--- src/rtl/clock_divider_bank_if.sv ---
// Load port of clock_divider_bank: valid/ready divisor/mode reprogramming
// plus the one-cycle out-of-range error pulse.
interface clock_divider_bank_if #(
  parameter int unsigned WIDTH = 32
);
  logic             load_valid;
  logic             load_ready;
  logic [3:0]       load_ch;
  logic [WIDTH-1:0] load_div;
  logic             load_mode;
  logic             load_err;

  modport master (
    output load_valid, load_ch, load_div, load_mode,
    input  load_ready, load_err
  );

  modport slave (
    input  load_valid, load_ch, load_div, load_mode,
    output load_ready, load_err
  );
endinterface

--- src/rtl/clock_divider_bank.sv ---
// Bank of independent programmable tick generators. Each channel emits a one-cycle
// tick every div+1 enabled cycles and a toggle or pulse output derived from it.
module clock_divider_bank #(
  parameter int unsigned      CHANNELS    = 4,
  parameter int unsigned      WIDTH       = 32,
  parameter logic [WIDTH-1:0] DEFAULT_DIV = '0
) (
  input  logic                clk,
  input  logic                reset,
  input  logic [CHANNELS-1:0] enable,
  clock_divider_bank_if.slave load_if,
  output logic [CHANNELS-1:0] clk_out,
  output logic [CHANNELS-1:0] tick
);

  logic [WIDTH-1:0]    count_q    [CHANNELS];
  logic [WIDTH-1:0]    count_d    [CHANNELS];
  logic [WIDTH-1:0]    div_q      [CHANNELS];
  logic [WIDTH-1:0]    div_d      [CHANNELS];
  logic [WIDTH-1:0]    pend_div_q [CHANNELS];
  logic [WIDTH-1:0]    pend_div_d [CHANNELS];
  logic [CHANNELS-1:0] mode_q, mode_d;
  logic [CHANNELS-1:0] out_q, out_d;
  logic [CHANNELS-1:0] tick_q, tick_d;
  logic [CHANNELS-1:0] pend_q, pend_d;
  logic [CHANNELS-1:0] pend_mode_q, pend_mode_d;
  logic                load_err_q, load_err_d;

  logic [15:0]         pend_ext;
  logic [31:0]         ch_ext;
  logic                in_range;
  logic                load_fire;
  logic [CHANNELS-1:0] wrap;
  logic [CHANNELS-1:0] accept;
  logic [CHANNELS-1:0] apply;

  // Padding pend to all 16 addressable channels makes out-of-range indices read as ready.
  always_comb begin
    pend_ext                 = '0;
    pend_ext[CHANNELS-1:0]   = pend_q;
  end

  assign ch_ext             = 32'(load_if.load_ch);
  assign in_range           = ch_ext < CHANNELS;
  assign load_if.load_ready = ~pend_ext[load_if.load_ch];
  assign load_fire          = load_if.load_valid && load_if.load_ready;
  assign load_err_d         = load_fire && !in_range;

  always_comb begin
    count_d     = count_q;
    div_d       = div_q;
    pend_div_d  = pend_div_q;
    mode_d      = mode_q;
    out_d       = out_q;
    tick_d      = '0;
    pend_d      = pend_q;
    pend_mode_d = pend_mode_q;
    wrap        = '0;
    accept      = '0;
    apply       = '0;
    for (int unsigned i = 0; i < CHANNELS; i++) begin
      wrap[i]   = enable[i] && (count_q[i] == div_q[i]);
      accept[i] = load_fire && in_range && (ch_ext == i);
      apply[i]  = pend_q[i] && (wrap[i] || !enable[i]);

      if (enable[i]) begin
        if (wrap[i]) begin
          count_d[i] = '0;
          tick_d[i]  = 1'b1;
          out_d[i]   = mode_q[i] ? 1'b1 : ~out_q[i];
        end else begin
          count_d[i] = count_q[i] + WIDTH'(1);
          if (mode_q[i]) out_d[i] = 1'b0;
        end
      end else if (mode_q[i]) begin
        out_d[i] = 1'b0;
      end

      // Applying after the wrap logic lets the tick of the old period still fire.
      if (apply[i]) begin
        div_d[i]   = pend_div_q[i];
        mode_d[i]  = pend_mode_q[i];
        count_d[i] = '0;
        pend_d[i]  = 1'b0;
        if (pend_mode_q[i] != mode_q[i]) out_d[i] = 1'b0;
      end

      // accept needs pend clear and apply needs it set, so they never coincide.
      if (accept[i]) begin
        pend_div_d[i]  = load_if.load_div;
        pend_mode_d[i] = load_if.load_mode;
        pend_d[i]      = 1'b1;
      end
    end
  end

  always_ff @(posedge clk) begin
    if (reset) begin
      for (int unsigned i = 0; i < CHANNELS; i++) begin
        count_q[i]    <= '0;
        div_q[i]      <= DEFAULT_DIV;
        pend_div_q[i] <= '0;
      end
      mode_q      <= '0;
      out_q       <= '0;
      tick_q      <= '0;
      pend_q      <= '0;
      pend_mode_q <= '0;
      load_err_q  <= 1'b0;
    end else begin
      count_q     <= count_d;
      div_q       <= div_d;
      pend_div_q  <= pend_div_d;
      mode_q      <= mode_d;
      out_q       <= out_d;
      tick_q      <= tick_d;
      pend_q      <= pend_d;
      pend_mode_q <= pend_mode_d;
      load_err_q  <= load_err_d;
    end
  end

  assign clk_out          = out_q;
  assign tick             = tick_q;
  assign load_if.load_err = load_err_q;

endmodule

--- src/flat_wrapper.sv ---
// flat-port wrapper written by rule: the top's interface ports become plain ports
module clock_divider_bank_flat 
#(
  parameter int unsigned      CHANNELS    = 4,
  parameter int unsigned      WIDTH       = 32,
  parameter logic [WIDTH-1:0] DEFAULT_DIV = '0
)
  (clk, reset, enable, clk_out, tick, load_if_load_valid, load_if_load_ch, load_if_load_div, load_if_load_mode, load_if_load_ready, load_if_load_err);
  clock_divider_bank_if #(.WIDTH(WIDTH)) load_if_i ();
  input  logic clk;
  input  logic reset;
  input  logic [CHANNELS-1:0] enable;
  output logic [CHANNELS-1:0] clk_out;
  output logic [CHANNELS-1:0] tick;
  input wire logic [$bits(load_if_i.load_valid)-1:0] load_if_load_valid;
  input wire logic [$bits(load_if_i.load_ch)-1:0] load_if_load_ch;
  input wire logic [$bits(load_if_i.load_div)-1:0] load_if_load_div;
  input wire logic [$bits(load_if_i.load_mode)-1:0] load_if_load_mode;
  output wire logic [$bits(load_if_i.load_ready)-1:0] load_if_load_ready;
  output wire logic [$bits(load_if_i.load_err)-1:0] load_if_load_err;
  assign load_if_i.load_valid = load_if_load_valid;
  assign load_if_i.load_ch = load_if_load_ch;
  assign load_if_i.load_div = load_if_load_div;
  assign load_if_i.load_mode = load_if_load_mode;
  assign load_if_load_ready = load_if_i.load_ready;
  assign load_if_load_err = load_if_i.load_err;
  clock_divider_bank #(.CHANNELS(CHANNELS), .WIDTH(WIDTH), .DEFAULT_DIV(DEFAULT_DIV)) u_core (.clk(clk), .reset(reset), .enable(enable), .load_if(load_if_i), .clk_out(clk_out), .tick(tick));
endmodule
--- config.mk ---
export PLATFORM = sky130hd
export DESIGN_NAME = clock_divider_bank_flat
export DESIGN_NICKNAME = d
export VERILOG_FILES = /design/src/rtl/clock_divider_bank_if.sv /design/src/rtl/clock_divider_bank.sv /design/src/flat_wrapper.sv
export SDC_FILE = /design/constraint.sdc
export NUM_CORES = 1
export LEC_CHECK = 0
export ABC_AREA = 0
export BUFFER_PORTS_ARGS = -buffer_cell sky130_fd_sc_hd__buf_2
export CORE_UTILIZATION = 42
export DETAILED_ROUTE_END_ITERATION = 10
export GPL_TIMING_DRIVEN = 0
export PLACE_DENSITY = 0.71
export SLEW_MARGIN = 10
export SYNTH_ARGS = -nofsm -noshare
export SYNTH_HDL_FRONTEND = slang
export SYNTH_SLANG_ARGS = --single-unit
--- constraint.sdc ---
create_clock -name clk -period 2 [get_ports clk]
set_clock_uncertainty 0.05 [all_clocks]
set_input_delay 0 -clock clk [delete_from_list [all_inputs] [get_ports clk]]
set_output_delay 0 -clock clk [all_outputs]
set_load 0.02 [all_outputs]
## Yosys cells after proc, flatten, opt, wreduce, memory -nomap -nowiden

Index checks and enable logic that the tools add are counted.

| storage, ports and cells | value |
|---|---|
| logic and storage cells | 135 |
| input port bits | 44 |
| output and inout port bits | 10 |
| bits in registers | 405 |

| operators by class | value |
|---|---|
| $add $sub $neg | 4 |
| order comparisons | 2 |
| eq/ne operators | 11 |
| reduce and logical (&&, ||, !) cells | 37 |
| multiplexer cells | 42 |
| bitwise operators | 9 |

Operator list:

| kind | count |
|---|---|
| $add 32x1->32 const B | 4 |
| $eq 32x32->1 | 4 |
| $mux 32 | 4 |
| $mux 1 | 37 |
| $logic_not 32->1 | 1 |
| $reduce_or 2->1 | 8 |
| $logic_and 1x1->1 | 15 |
| $not 1->1 | 9 |
| $eq 4x2->1 const B | 2 |
| $reduce_bool 2->1 | 4 |
| $logic_not 1->1 | 5 |
| $lt 4x5->1 const B | 1 |
| $bmux 1 s4 | 1 |
| $eq 4x1->1 const B | 1 |
| $logic_or 1x1->1 | 4 |
| $lt 4x3->1 const B | 1 |
| $ne 1x1->1 | 4 |

## Logic depth before layout (Yosys ltp)

Gate-level depths: netlist (run 1).

| depth | value |
|---|---|
| word-level depth | 7 |
| depth in mapped cells | 9 |
| gate-level depth less buffers | 7 |

## Worst setup path after synthesis (run 1)

No wires, ideal clock.

| timing | value |
|---|---|
| path kind | register -> register |
| start | register u_core.count_q[34] in the netlist's numbering |
| end | register u_core.div_q[33] in the netlist's numbering |
| setup slack | 0.072 ns |
| buffers on the path | 2 |
| arrival | 1.806 ns |
| required time | 1.878 ns |
| period minus slack after synthesis | 1.928 ns |
| stages on the path, launching flop included | 9 |
| setup time | 0.072 ns |
| cells stage by stage | dfxtp_1 -> clkbuf_1 -> xnor2_1 -> nand4_1 -> nor4_2 -> a21boi_1 -> nor2_4 -> buf_6 -> mux2i_1 |

| between the ends | value |
|---|---|
| cells in the longest elaborated chain, start to end | 4 |

RTL lines:

| what | line | source |
|---|---|---|
| from (decl) | clock_divider_bank.sv:16 | `logic [WIDTH-1:0] count_q [CHANNELS];` |
| from (signal assigned) | clock_divider_bank.sv:111 | `count_q <= count_d;` |
| $eq 32x32->1 | clock_divider_bank.sv:62 | `wrap[i] = enable[i] && (count_q[i] == div_q[i]);` |
| $logic_and 1x1->1 | clock_divider_bank.sv:62 |  |
| $logic_or 1x1->1 | clock_divider_bank.sv:64 | `apply[i] = pend_q[i] && (wrap[i] \|\| !enable[i]);` |
| $logic_and 1x1->1 | clock_divider_bank.sv:64 |  |
| to (signal assigned) | clock_divider_bank.sv:112 | `div_q <= div_d;` |
| to (decl) | clock_divider_bank.sv:18 | `logic [WIDTH-1:0] div_q [CHANNELS];` |

No other way between the ends.
A chain may end at the register's enable or synchronous reset.

## Final worst setup path (run 1)

| timing | value |
|---|---|
| start | register u_core.div_q[1] in the netlist's numbering |
| end | register u_core.div_q[7] in the netlist's numbering |

| between the ends | value |
|---|---|
| cells in the longest elaborated chain, start to end | 4 |

RTL lines:

| what | line |
|---|---|
| $eq 32x32->1 | clock_divider_bank.sv:62 |
| $logic_and 1x1->1 | clock_divider_bank.sv:62 |
| $logic_or 1x1->1 | clock_divider_bank.sv:64 |
| $logic_and 1x1->1 | clock_divider_bank.sv:64 |

No other way between the ends.

==> metrics.md, run 1 <==
| Metric | Value |
|---|---|
| Hpwl dp | 34,940 microns |
| Post-synth EDFFs | 0 |
| RSZ-0062 raised after global routing | true |
| Syn Std Cell Area | 17,930 sq um |
| Starting DRT DRC Count | 1,216 |
| Total track usage | 22.37% |
| Max_slew headroom | 36.16% |
| Mapped Cells | 2,073 |
| Vias in the first global route | 15,150 |
| Inst Count DP | 2,662 |
| Setup ws final | -210.8 ps |
| Primary FF master, synth | dfxtp_1 |
| Crit path max fanout | 5 |
| Die W | 208.6 microns |
| Setup_tns | -30,930 ps |
| Peak Freq | 452.3 MHz |
| Wirelength per Cell | 18.76 microns |
| Final hold violation count | 0 |
| Layout cells sized above 1 | 29.18% |
| Net Count, Synth | 2,121 |
| Die height | 208.6 microns |
| Synth Area in XOR/XNOR | 12.02% |
| Root buf cell | clkbuf_16 |
| Netlist cell types | 50 |
| Max cap viols | 0 |
| Asr flop ratio synth | 0% |
| Clk_lat worst skew | 560 ps |
| Largest family of logic cells by synthesized area | simple AND/OR/NAND/NOR gates |
| Min Tclk post-route | 2211 ps |
| Sequential share of the synthesized area | 45.21% |
| Grt ovf | 0 |
| TritonCTS clock tree | yes |
| Pwr Density | 735.6 nW/um^2 |
| Routed vias/inst | 5.527 |
| Total core area | 42,040 sq um |
| Crit path capture type | flop |
| CP Data Required Time | 2430 ps |
| Clock tree buffer depth | 3 |
| Max IR drop VDD | 0.7644 mV |
| Fin cells | 2,867 |
| Final setup violating endpoints | 293 |
| Drt total wl | 53,790 microns |
| Post-synthesis adder-cell area fraction | 0.2791% |
| Reg clk slew, reported paths | 60 ps |
| Compound-Gate Fraction of Synth Area | 8.924% |
| Post-DRT Antenna Nets | 0 |
| Drt pass-1 iters | 6 |
| Initial antenna violation count | 1 |
| Die area | 43,530 sq um |
| Ports | 54 |
| Failing checks | setup timing |
| Tightest Pin Transition | 957.6 ps |
| Gpl congestion | 0.9066 |
| Clock Sinks | 405 |
| Post-synthesis mux area share | 4.047% |
| Synth warnings | 0 |
| P_leak | 7.724 nW |
| Fin crit share | 110.5% |
| First-pass GRT wire length | 77,910 microns |
| Largest net degree at the start of global routing | 20 |
| Setup CP Type | reg2reg |
| I/O Buffers | 50 |
| H-tree levels | 2 |
| CP Launch Type | flop |
| Status | finished with violations |
| Fin util | 56.74% |
| Fill count | 3,487 |
| Number of CTS-inserted buffers | 42 |
| Worst hold path class | in2reg |
| Syn-to-layout area delta | 33.02% |
| Nets@finish | 2,342 |
| Num rows | 75 |
| Hold_ws | 40.42 ps |
| Simple-Gate Fraction of Synth Area | 25.53% |
| Residual DRC | 0 |
| Yosys reg bits | 405 |
| Starting Density | 42.65% |
| Vias | 15,850 |
| Reg2reg path depth | 8 |
| DP Worst Slack | -654.1 ps |
| Worst path arrival time | 2640 ps |
| Syn Area/Cell | 8.650 sq um |
| Fin. max-slew vios | 0 |
| Hold Path Depth | 5 |
## synth_stat cells (all sizes together) (2+ instances only)
master	number	share of area (%)
nand3	44	1.2
nor3b	2	0.084
and2	3	0.10
nand2	324	6.8
inv	13	0.27
dfxtp	405	45
nand2b	138	4.8
nor2b	4	0.14
nor4	20	1.1
or2	3	0.10
nand3b	69	3.0
a31oi	6	0.21
and3	19	0.66
nand4	75	2.7
a21boi	2	0.084
mux2	2	0.13
o22ai	4	0.14
a32oi	4	0.20
and4	16	0.78
mux2i	68	3.8
or3	3	0.10
a211o	4	0.20
nor3	9	0.31
nor2	165	3.6
xor2	79	3.9
buf	47	2.0
a211oi	2	0.084
o21ai	71	2.0
a21oi	214	6.0
xnor2	167	8.2
clkbuf	83	1.8
ha	4	0.28
or4	2	0.10
## state kept, by name, summed over array words and instances (netlist names)
signal and count:
u_core.pend_q 4, u_core.mode_q 4, u_core.count_q 128, u_core.pend_mode_q 4, u_core.tick 4, u_core.div_q 128, u_core.load_if.load_err 1, u_core.pend_div_q 128
u_core.clk_out 4
## through the flow
| step | cell area, sq um | power [mW] |
|---|---|---|
| final | 23850 | 17.55 |
| after global routing | 23850 | 17.95 |
| after CTS | 21890 | 17.40 |
| after detailed placement | 18860 | 8.964 |
| after global placement | 18860 | 8.949 |
| after floorplan | 17930 | 8.681 |
## layer usage
metal / up-vias / track usage, % / routed length (microns)
met5: - / 0 / 0
met4: 0 / 5.654 / 1404
met3: 103 / 4.479 / 4001
met2: 520 / 36.67 / 25180
met1: 7807 / 30.10 / 23210
li1: 7417 / - / -
## cells in the final DEF, fill, tap and decap left out, types with 31 or more instances in the layout
cell type and n:
buf_2 56, clkbuf_16 50, nor2_1 113, xnor2_2 46, dfxtp_2 89, nand2_1 272
a21oi_1 137, o21ai_1 31, nand3_1 39, nand3b_1 68, a21oi_2 76, xor2_1 77
xnor2_1 118, clkbuf_1 62, nand2_2 34, buf_4 53, o21ai_0 33, dfxtp_1 298
buf_6 56, nand2b_1 138, nand4_1 74, mux2i_1 65, dlygate4sd3_1 44
## power breakdown
part	leakage (nW)	switching [mW]	total [mW]	internal [mW]
sequential	3.33	0.0348	8.13	8.09
clock	0.735	3.35	8.47	5.12
combinational	3.66	0.583	0.955	0.372
## layout make-up
| cell class | instances | area [sq um] | area share, % |
|---|---|---|---|
| Multi-Input combinational cell | 1526 | 10680 | 44.79 |
| Sequential cell | 405 | 8287 | 34.74 |
| Timing Repair Buffer | 188 | 1725 | 7.234 |
| Clock buffer | 64 | 1297 | 5.440 |
| Buffer | 118 | 942.2 | 3.950 |
| Tap cell | 539 | 674.4 | 2.827 |
| Clock inverter | 13 | 192.7 | 0.8078 |
| Inverter | 13 | 48.80 | 0.2046 |
| Antenna cell | 1 | 2.502 | 0.01049 |
## path summary, 6_finish.rpt
kind | from | to | slack [ps]
setup / recovery | u_core.div_q[1] | u_core.div_q[7] | -210
hold reg to reg | u_core.pend_div_q[63] | u_core.pend_div_q[63] | 410
setup reg to reg | u_core.div_q[1] | u_core.div_q[7] | -210
hold / removal | reset | u_core.count_q[37] | 40
## timing repair
| item | 4_1_cts | 5_1_grt |
|---|---|---|
| hold buffers | 43 | 1 |
| pin swaps | 67 | 125 |
| cloned | 10 | 20 |
| buffers inserted | 29 | 39 |
| resized for setup | 220 | 505 |
| hold endpoints to repair | 155 | 2 |
| endpoints found under the setup margin | 395 | 398 |
## worst max-delay path, stage by stage, from the launching register on
cell,delay [ps]
dfxtp_4,360
xnor2_4,200
nand4_1,220
nor4_4,460
a21boi_2,190
nor2_4,160
buf_6,150
clkbuf_16,150
mux2i_1,200
## cells by family (layout without fill, tap and decap cells)
logic type      count (synthesis)  count (layout)
xor+xnor                      246             246
buf+inv                       143             396
mux                            71              71
fa+ha+maj                       4               4
simple gates                  896             896
other cells                     0               1
flops                         405             405
compound gates                308             309
Note: power is estimated with default switching activity, not from simulation.
==> inputs of run 2 (changes only) <==
--- a/config.mk
+++ b/config.mk
@@ -11,6 +11,7 @@
 export DETAILED_ROUTE_END_ITERATION = 10
 export GPL_TIMING_DRIVEN = 0
 export PLACE_DENSITY = 0.71
+export SETUP_SLACK_MARGIN = 0.02
 export SLEW_MARGIN = 10
 export SYNTH_ARGS = -nofsm -noshare
 export SYNTH_HDL_FRONTEND = slang
==> constraint.sdc (replaced) <==
create_clock -name clk -period 2 [get_ports clk]
set_clock_uncertainty 0.05 [all_clocks]
set_input_delay 0 -clock clk [delete_from_list [all_inputs] [get_ports clk]]
set_output_delay 0 -clock clk [all_outputs]
set_load 0.01 [all_outputs]
==> metrics.md, run 2 (synthesized netlist as in run 1, its figures left out) <==
| Metric | Value |
|---|---|
| Status | finished with violations |
| Failing checks | setup timing |
| Drt total wl | 53,020 microns (-1.4%) |
| Setup CP Type | reg2reg |
| CP max stage cell | nor4_4 |
| Psw | 3.937 mW (-0.72%) |
| Largest regs | u_core.count_q (128), u_core.div_q (128), u_core.pend_div_q (128) |
| Max cap viols | 0 (unchanged) |
| Fin. max-slew vios | 0 (unchanged) |
| Layout cells sized above 1 | 25.62% (-3.6 points) |
| Fin cells | 2,856 (-0.38%) |
| Peak Freq | 451.8 MHz (-0.12%) |
| H-tree levels | 2 (unchanged) |
| Nets@finish | 2,330 (-0.51%) |
| Final setup violating endpoints | 283 (-3.4%) |
| Flop pwr share | 46.4% (about the same) |
| Logic pwr share | 5.2% (-0.2 points) |
| Wirelength per Cell | 18.56 microns (-1.1%) |
| Setup ws final | -213.5 ps (-2.722 ps) |
| Die area | 43,530 sq um (unchanged) |
| Initial antenna violation count | 2 (+1) |
| Ports | 54 (unchanged) |
| Cell Int Power | 13.58 mW (about the same) |
| I/O Buffers | 50 (unchanged) |
| Crit-path cells | xnor2_4 -> nand4_1 -> nor4_4 -> a21boi_2 -> nor2_4 -> buf_12 -> buf_8 -> mux2i_1 |
| Total track usage | 22.44% (+0.067 points) |
| Final hold violation count | 0 (unchanged) |
| Largest net degree at the start of global routing | 15 (-25%) |
| Inst Count DP | 2,662 (unchanged) |
| Crit path capture type | flop |
| Worst hold path class | in2reg |
| Vias | 15,760 (-0.56%) |
| Routed vias/inst | 5.518 (-0.18%) |
| Max IR drop VDD | 0.7724 mV (+1.0%) |
| Vias in the first global route | 15,160 (+0.092%) |
| TritonCTS clock tree | yes |
| Placement Cell Area | 18,860 sq um (unchanged) |
| P_leak | 7.526 nW (-2.6%) |
| First-pass GRT wire length | 78,140 microns (+0.28%) |
| Syn-to-layout area delta | 30.25% |
| Starting Density | 42.65% (unchanged) |
| CP Launch Type | flop |
| Hpwl dp | 34,940 microns (unchanged) |
| Starting DRT DRC Count | 1,202 (-1.2%) |
| Num rows | 75 (unchanged) |
| RSZ-0062 raised after global routing | true |
| Drt pass-1 iters | 6 (unchanged) |
| Clock tree buffer depth | 3 (unchanged) |
| CP Data Required Time | 2420 ps (about the same) |
| Design Power | 17.51 mW (-0.19%) |
| Sw Ratio | 22.48% (-0.12 points) |
| Clk_lat worst skew | 560 ps (about the same) |
| Max_slew headroom | 38.12% (+2.0 points) |
| Tightest Pin Transition | 928.2 ps (-29.35 ps) |
| Final instance area | 23,360 sq um (-2.1%) |
| Worst path arrival time | 2630 ps (about the same) |
| Clock share of power | 48.3% (about the same) |
| Die W | 208.6 microns (unchanged) |
| Gpl congestion | 0.9066 (unchanged) |
| Root buf cell | clkbuf_16 |
| Number of CTS-inserted buffers | 42 (unchanged) |
| Crit path max fanout | 5 (unchanged) |
| Grt ovf | 0 (unchanged) |
| Most frequent cells in the layout | 304 x dfxtp_1, 284 x nand2_1, 144 x a21oi_1 |
| Most common cell after layout, fill and taps aside | dfxtp_1 |
| Total core area | 42,040 sq um (unchanged) |
| Die height | 208.6 microns (unchanged) |
| Min Tclk post-route | 2214 ps (+2.722 ps) |
| Crit path largest cell delay | 460 ps (about the same) |
| Pwr Density | 749.8 nW/um^2 (+1.9%) |
| Setup_tns | -31,270 ps (-346.9 ps) |
| Fin crit share | 110.7% (+0.14 points) |
| Fill count | 3,551 (+1.8%) |
| Reg clk slew, reported paths | 60 ps (about the same) |
| Residual DRC | 0 (unchanged) |
| Hold_ws | 38.12 ps (-2.293 ps) |
| Post-DRT Antenna Nets | 0 (unchanged) |
| Clock Sinks | 405 (unchanged) |
==> run 2: area by class of cell <==
| class | count | area, sq um | share of cell area [%] |
|---|---|---|---|
| multi-input cells | 1525 | 10400 | 44.54 |
| flip-flops and latches | 405 | 8264 | 35.38 |
| repair buffers | 172 | 1551 | 6.642 |
| clock buffers | 64 | 1297 | 5.555 |
| plain buffers | 123 | 920.9 | 3.943 |
| well taps | 539 | 674.4 | 2.887 |
| clock inverters | 13 | 192.7 | 0.8249 |
| inverters | 13 | 48.80 | 0.2089 |
| diodes | 2 | 5.005 | 0.02143 |
==> run 2: through the flow <==
| stage | utilization [%] | setup slack, ps |
|---|---|---|
| after global routing | 55.55 | -250.0 |
| after floorplan | - | 72.38 |
| final | 55.56 | -213.5 |
| after detailed placement | 44.85 | -654.1 |
| after CTS | 52.46 | -158.3 |
| after global placement | 44.85 | -504.9 |
==> run 2: routing by layer <==
layer	share of wire, %	global-route usage, %	vias to the layer above	routed length (microns)
met3	7.7	4.313	90	4061
li1	-	-	7390	-
met4	2.0	5.629	0	1082
met5	0	0	-	0
met2	47	36.80	581	25140
met1	43	30.31	7697	22730
==> run 2: power by group through the flow <==
stage | Clock (mW) | Combinational (mW) | Sequential (mW)
3_3_place_gp | 0 | 0.611 | 8.33
3_5_place_dp | 0 | 0.625 | 8.33
4_1_cts | 8.50 | 0.748 | 8.14
6_report | 8.46 | 0.914 | 8.13
2_1_floorplan | 0 | 0.345 | 8.33
5_1_grt | 8.82 | 0.955 | 8.13
==> run 2: worst paths after layout <==
path | start | end | slack, ps | cells past startpoint
worst max-delay path | u_core.div_q[1] | u_core.div_q[15] | -210 | 8
worst min-delay path | reset | u_core.count_q[42] | 40 | 5
worst max register to register | u_core.div_q[1] | u_core.div_q[15] | -210 | 8
worst min register to register | u_core.pend_div_q[26] | u_core.pend_div_q[26] | 410 | 2
==> run 2: repair_timing <==
item	in CTS	in global routing
resized for setup	253	303
pin swaps	78	84
endpoints found under the setup margin	399	398
setup buffers	32	27
hold buffers	44	1
gates cloned	10	12
endpoints found under the hold margin	155	10
==> run 2: worst max-delay path: cells and delay by family (launching register included) <==
| kind | cells | cell delay (ps) |
|---|---|---|
| mux | 1 | 230 |
| compound gates | 1 | 170 |
| buf+inv | 2 | 270 |
| simple gates | 3 | 840 |
| flops | 1 | 360 |
| xor+xnor | 1 | 200 |
